<file path="src/rtl/servo_pwm_multi.sv">
// Multi-channel hobby-servo PWM generator sharing one frame counter.
// Pulse widths latch at frame boundaries with optional per-frame slew limit.
module servo_pwm_multi #(
    parameter int NUM_CH    = 4,
    parameter int PERIOD    = 2000000,
    parameter int MIN_PULSE = 100000,
    parameter int MAX_PULSE = 200000,
    parameter int POS_W     = 8,
    parameter int SLEW_W    = 20,
    localparam int CH_W     = (NUM_CH > 1) ? $clog2(NUM_CH) : 1
) (
    input  logic              clk,
    input  logic              rstn,
    input  logic              en,
    input  logic              pos_wr,
    input  logic [CH_W-1:0]   pos_ch,
    input  logic [POS_W-1:0]  pos_data,
    input  logic [SLEW_W-1:0] slew,
    output logic [NUM_CH-1:0] pwm,
    output logic              frame_start
);

    localparam int CNT_W  = $clog2(PERIOD);
    localparam int W      = $clog2(MAX_PULSE + 1);
    localparam int SPAN   = MAX_PULSE - MIN_PULSE;
    localparam int PROD_W = POS_W + W;
    localparam int CW     = (W > SLEW_W) ? W : SLEW_W;

    localparam logic [W-1:0]     CENTRE = W'((MIN_PULSE + MAX_PULSE) / 2);
    localparam logic [W-1:0]     MIN_W  = W'(MIN_PULSE);
    localparam logic [CNT_W-1:0] LAST   = CNT_W'(PERIOD - 1);

    if (!(MIN_PULSE < MAX_PULSE && MAX_PULSE < PERIOD &&
          NUM_CH >= 1 && NUM_CH <= 16)) begin : g_bad_params
        $error("servo_pwm_multi: illegal parameter set");
    end

    logic [CNT_W-1:0]  counter;
    logic [W-1:0]      target   [NUM_CH];
    logic [W-1:0]      cur      [NUM_CH];
    logic [W-1:0]      next_cur [NUM_CH];
    logic [PROD_W-1:0] prod;
    logic [W-1:0]      new_width;
    logic [W-1:0]      step;
    logic              frame_end;
    logic              write_ok;

    // Position to width: full-width product, then scale down by 2^POS_W.
    always_comb begin
        prod      = PROD_W'(pos_data) * PROD_W'(SPAN);
        new_width = MIN_W + W'(prod >> POS_W);
        step      = W'(slew);
        frame_end = en && (counter == LAST);
        write_ok  = pos_wr && (32'(pos_ch) < NUM_CH);
    end

    // Slew-limited next width per channel; saturates exactly at target.
    always_comb begin
        for (int i = 0; i < NUM_CH; i++) begin
            next_cur[i] = target[i];
            if (target[i] >= cur[i]) begin
                if (slew != '0 && CW'(target[i] - cur[i]) > CW'(slew))
                    next_cur[i] = cur[i] + step;
            end else begin
                if (slew != '0 && CW'(cur[i] - target[i]) > CW'(slew))
                    next_cur[i] = cur[i] - step;
            end
        end
    end

    // Frame counter and registered pulse / frame-start outputs.
    always_ff @(posedge clk) begin
        if (!rstn) begin
            counter     <= '0;
            frame_start <= 1'b0;
            pwm         <= '0;
        end else begin
            frame_start <= en && (counter == '0);
            for (int i = 0; i < NUM_CH; i++)
                pwm[i] <= en && (counter < CNT_W'(cur[i]));
            if (!en || counter == LAST)
                counter <= '0;
            else
                counter <= counter + CNT_W'(1);
        end
    end

    // Targets take writes any time; active widths move only at frame end.
    always_ff @(posedge clk) begin
        if (!rstn) begin
            for (int i = 0; i < NUM_CH; i++) begin
                target[i] <= CENTRE;
                cur[i]    <= CENTRE;
            end
        end else begin
            for (int i = 0; i < NUM_CH; i++) begin
                if (frame_end)
                    cur[i] <= next_cur[i];
                if (write_ok && pos_ch == CH_W'(i))
                    target[i] <= new_width;
            end
        end
    end

endmodule

</file>
<file path="config.mk">
export PLATFORM = sky130hd
export DESIGN_NAME = servo_pwm_multi
export DESIGN_NICKNAME = d
export VERILOG_FILES = /design/src/rtl/servo_pwm_multi.sv
export SDC_FILE = /design/constraint.sdc
export NUM_CORES = 1
export LEC_CHECK = 0
export CAP_MARGIN = 20
export CORE_UTILIZATION = 59
export CTS_BUF_LIST = sky130_fd_sc_hd__clkbuf_4
export DETAILED_ROUTE_END_ITERATION = 7
export PLACE_DENSITY = 0.89
export SETUP_SLACK_MARGIN = 0.15
export SLEW_MARGIN = 30
export SYNTH_ARGS = -nofsm -noshare
export SYNTH_HDL_FRONTEND = slang
export SYNTH_SLANG_ARGS = --single-unit
</file>
<file path="constraint.sdc">
create_clock -name clk -period 7.58 [get_ports clk]
set_input_delay 1.516 -clock clk [delete_from_list [all_inputs] [get_ports clk]]
set_output_delay 1.516 -clock clk [all_outputs]
set_load 0.02 [all_outputs]
</file>
# --- Yosys cells after proc, flatten, opt, wreduce, memory -nomap -nowiden ---
# Memory sizes are Yosys's and may differ from the RTL's.
# Cells that the tools add are included.
op_classes:
  add_sub_neg: 18
  n_reduce_logical: 24
  multipliers: 1
  n_eq_ne: 4
  n_bitwise: 9
  magnitude_cmp: 16
  muxes: 36
ops:
  columns: ["cell", "count"]
  rows:
  - ["18-bit two-way mux", 20]
  - ["20-bit > comparator", 8]
  - ["18-bit by 18-bit subtractor with 19-bit output", 8]
  - ["21-bit by 18-bit less-than comparator with 1-bit output", 4]
  - ["18-bit adder", 4]
  - ["18-bit greater-or-equal comparator", 4]
  - ["18-bit subtractor", 4]
  - ["21-bit by 1-bit adder with 21-bit output (second input constant)", 1]
  - ["21-bit == test (second input constant)", 1]
  - ["21-bit zero test", 1]
  - ["8-bit by 12-bit multiplier with 20-bit output (second input constant)", 1]
  - ["20-bit nonzero test", 1]
  - ["17-bit by 17-bit adder with 18-bit output (first input constant)", 1]
  - ["1-bit logical AND", 18]
  - ["1-bit two-way mux", 16]
  - ["1-bit OR", 8]
  - ["2-bit == test (second input constant)", 2]
  - ["2-bit by 1-bit == test with 1-bit output (second input constant)", 1]
  - ["2-bit zero test", 1]
  - ["2-bit OR reduction", 1]
  - ["1-bit zero test", 1]
  - ["1-bit logical OR", 1]
  - ["1-bit NOT", 1]
word_totals:
  mem_count: 2
  elab_cells: 113
  regBits: 26
  mem_bits_rw: 144
memory_table:
  columns: ["memory", "words", "width", "rd", "rd_clocked_by_memory_dff", "wr", "line_no", "source"]
  rows:
  - ["cur", 4, 18, 4, 0, 4, "40", "logic [W-1:0] cur [NUM_CH];"]
  - ["target", 4, 18, 4, 0, 4, "39", "logic [W-1:0] target [NUM_CH];"]

# --- Depth between registers and ports, before layout ---
# An unclocked memory read counts as a cell.
logic_depth:
  depth_word: 7
  depth_mapped: 27

# --- Worst setup path after synthesis ---
# Ideal clock, no wire load.
synth_path:
  path_kind: "in2reg"
  from: "input en"
  to: "memory cur[0][0] (netlist name), enable pin"
  required_time_ns: 6.978
  path_buffers: 0
  t_arrival_ns: 6.605
  slack_ns: 0.373
  path_stages: 2
  path_cell_list: "inv_1 o21ai_0"
synth_rtl:
  columns: ["item", "line_no", "source"]
  rows:
  - ["start, declared", "14", "input logic en,"]
  - ["end, declared", "40", null]

==> impl_metrics.toml <==
[run_status]
status = "finished, violations left"
violations = "design-rule violations"

[synth]
synth_fp_nets = 3848
synthFlopType = "edfxtp_1"
synth-async-reset-ratio = 0
yosysSeqAreaShare = 0.1819
yosysMostFrequentCell = "ha_1"
yosys_warnings = 0
syn_inst = 3227
synth_edf_count = 144
syn_area_per_cell_um2 = 8.256
netlist.area_leader.share = 0.2625
netlist_area_um2 = 26640
synth_cell_types = 85
synth_area_leader_cell = "ha_1"
synth_area_leaders = "ha_1, edfxtp_1, a21oi_1, xnor2_1, inv_1"
synth-seq-cells = 170
yosys-top-cells-count = "ha_1, a21oi_1, inv_1"

[place]
io_buffers = 38
postPlaceCellArea_um2 = 27640
gp_congestion = 1.033
dp_hpwl_um = 67740
place_inst = 3792

[power_and_ir_drop]
netSwitchingFraction = 0.4965
power.density_nw_per_um2 = 167.4
p_int_mw = 2.356
clkPwrFrac = 0.127
power_frac_seq = 0.252
irDropWorstVdd_v = 0.0001552
p_leak_nw = 12.91
comb_power_share = 0.621
p_sw_mw = 2.323

[routing]
dr_wl_met2_um = 35720
dr.max_layer_used = "met4"
vias = 25460
route.met3.wl_um = 11530
vias_per_cell = 6.655
drtIter0Drc = 2954
ant_nets = 0
wl_per_cell_um = 22.70
drc = 5
firstDrtPassIters = 8
wl_um = 86840
met1_length_um = 32500

[die]
dieHeight_um = 214.5
die_w_um = 214.5
initial_core_util = 0.5998
io_pins = 39
rows = 77
core_area_um2 = 44410
die_area_um2 = 46010

[timing]
worstMarginPinSlew_ps = 1040
timing.fmax_mhz = 156.1
maxSlewHeadroom = 0.3026
period_minus_slack_ps = 6407
setup_tns_ps = 0
finalSetupViolations = 0
timing.final.crit_share = 0.8452
slew_violations = 0
rsz0062_at_grt = "no"
hold_ws_ps = 603.2
hold_viol = 0
finClkSkew_ps = 24.23

[critical_path]
endpoint_kind = "flop"
cp_max_fo = 12
critPathRequiredTime_ps = 8100
cp_slowest_cell = "a221oi_1"
cpPeakStageDelay_ps = 810
worstPathCellList = "inv_1, ha_1, a21o_1, a21oi_1, o21bai_1, a31o_2, a211oi_1, o41ai_1, a221o_1, a21oi_1, xnor2_1, ha_1, nand4_1, nor4_1, o21ai_1, nor4bb_1, a221oi_1, nand2_1, nand2_2, nor2_1, a211oi_1"
worst_setup_path_start_kind = "flop"
critPathKind = "reg -> reg"
cp.arrival_ps = 6930

[final_layout]
regArea_um2 = 4845
utilization = 0.6293
stdcell_area_um2 = 27950
fin_cells = 3825
area_growth_pct = 4.913
nets = 3840
nFillCells = 3732
drive_above_1_share = 0.04239
multi_input_area_um2 = 20190

[grt]
antenna_found_initial = 2
grt_remaining_overflow = 0
grt_pass1_wl_um = 132000
grt_max_degree = 37
grt_pass1_vias = 24020
grt_use_total = 0.3684

[clock_network]
post_cts_buffers = 0
clock_latency_ps = 700
ctsHoldBuffers = 0
cts_tree = "yes"
cts_max_level = 4
cts_buffer_depth = 2
clk_pin_slew_ps = 170
cts_root_buf = "clkbuf_4"
cts-resized-gates = 0
cts_sinks = 170
cts-buffers-inserted = 17

[flow_run]
cap_viol_max_count = 0

[worst_hold_path]
worst_hold_path_type = "reg -> reg"
==> critical path: cells and delay by family, from the launching register on <==
kind	cells	cell delay [ps]
fa+ha+maj	2	620
simple gates	6	1700
compound gates	11	3020
buf+inv	1	280
xor+xnor	1	90
flops	1	520
==> final cells by class <==
class | instances | share of cell area
clock buffers | 17 | 0.004566
multi-input cells | 2648 | 0.7224
inverters | 291 | 0.03908
repair buffers | 91 | 0.02784
diodes | 1 | 0.00008953
flip-flops and latches | 170 | 0.1733
clock inverters | 15 | 0.006178
well taps | 592 | 0.02650
==> sequential cells by signal, indices dropped and copies added (netlist names) <==
| signal | cells |
|---|---|
| counter | 21 |
| cur | 72 |
| target | 72 |
| pwm | 4 |
| frame_start | 1 |
==> worst paths after layout <==
kind | startpoint | slack, ps | to | cells after the start
worst min-delay path | counter[20] | 600 | counter[20] | 2
worst min register to register | counter[20] | 600 | counter[20] | 2
worst max register to register | cur[3][1] | 1170 | cur[3][0] | 21
worst max-delay path | cur[3][1] | 1170 | cur[3][0] | 21
==> logic make-up after synthesis <==
| group | share of synthesized area |
|---|---|
| simple gates | 0.1535 |
| mux | 0.001879 |
| compound gates | 0.2521 |
| buf+inv | 0.06101 |
| xor+xnor | 0.06608 |
| flops | 0.1819 |
| fa+ha+maj | 0.2836 |
==> power groups by stage <==
stage | logic, mW | registers (mW) | clock network [mW]
final | 2.91 | 1.18 | 0.596
after detailed placement | 2.79 | 1.19 | 0
after CTS | 2.81 | 1.17 | 0.590
after global routing | 3.16 | 1.18 | 0.618
after global placement | 2.72 | 1.19 | 0
after floorplan | 2.09 | 1.14 | 0
==> layer usage <==
metal  up-vias  GRT usage
li1      11780          -
met1     11580     0.4632
met2      1670     0.5519
met3       424    0.09220
met4         0     0.2593
met5         -          0
==> cell usage in the layout, fill, tap and decap left out, types with 23 or more instances in the layout <==
cell type,count
edfxtp_1,144
o211ai_1,23
o22ai_1,32
ha_1,559
a211oi_1,32
a221o_1,23
nor2b_1,62
o21bai_1,50
clkdlybuf4s50_1,38
a21oi_1,290
a21o_1,129
inv_1,289
nor3_1,66
or3_1,28
xnor2_1,136
dfxtp_1,26
a22oi_1,23
o21a_1,40
o21ai_0,151
nand2_1,171
a221oi_1,29
nand3_1,54
xor2_1,65
nand2b_1,52
a31oi_1,24
fa_1,28
nor2_1,256
nand4_1,53
buf_4,53
==> through the flow <==
step / power (mW) / setup slack (ps)
detailed placement: 3.984 / 936.6
global route: 4.953 / 848.8
global placement: 3.916 / 1122
floorplan: 3.231 / 373.1
finish: 4.679 / 1173
CTS: 4.572 / 1359
No activity file was read; power rests on OpenSTA's default activity.
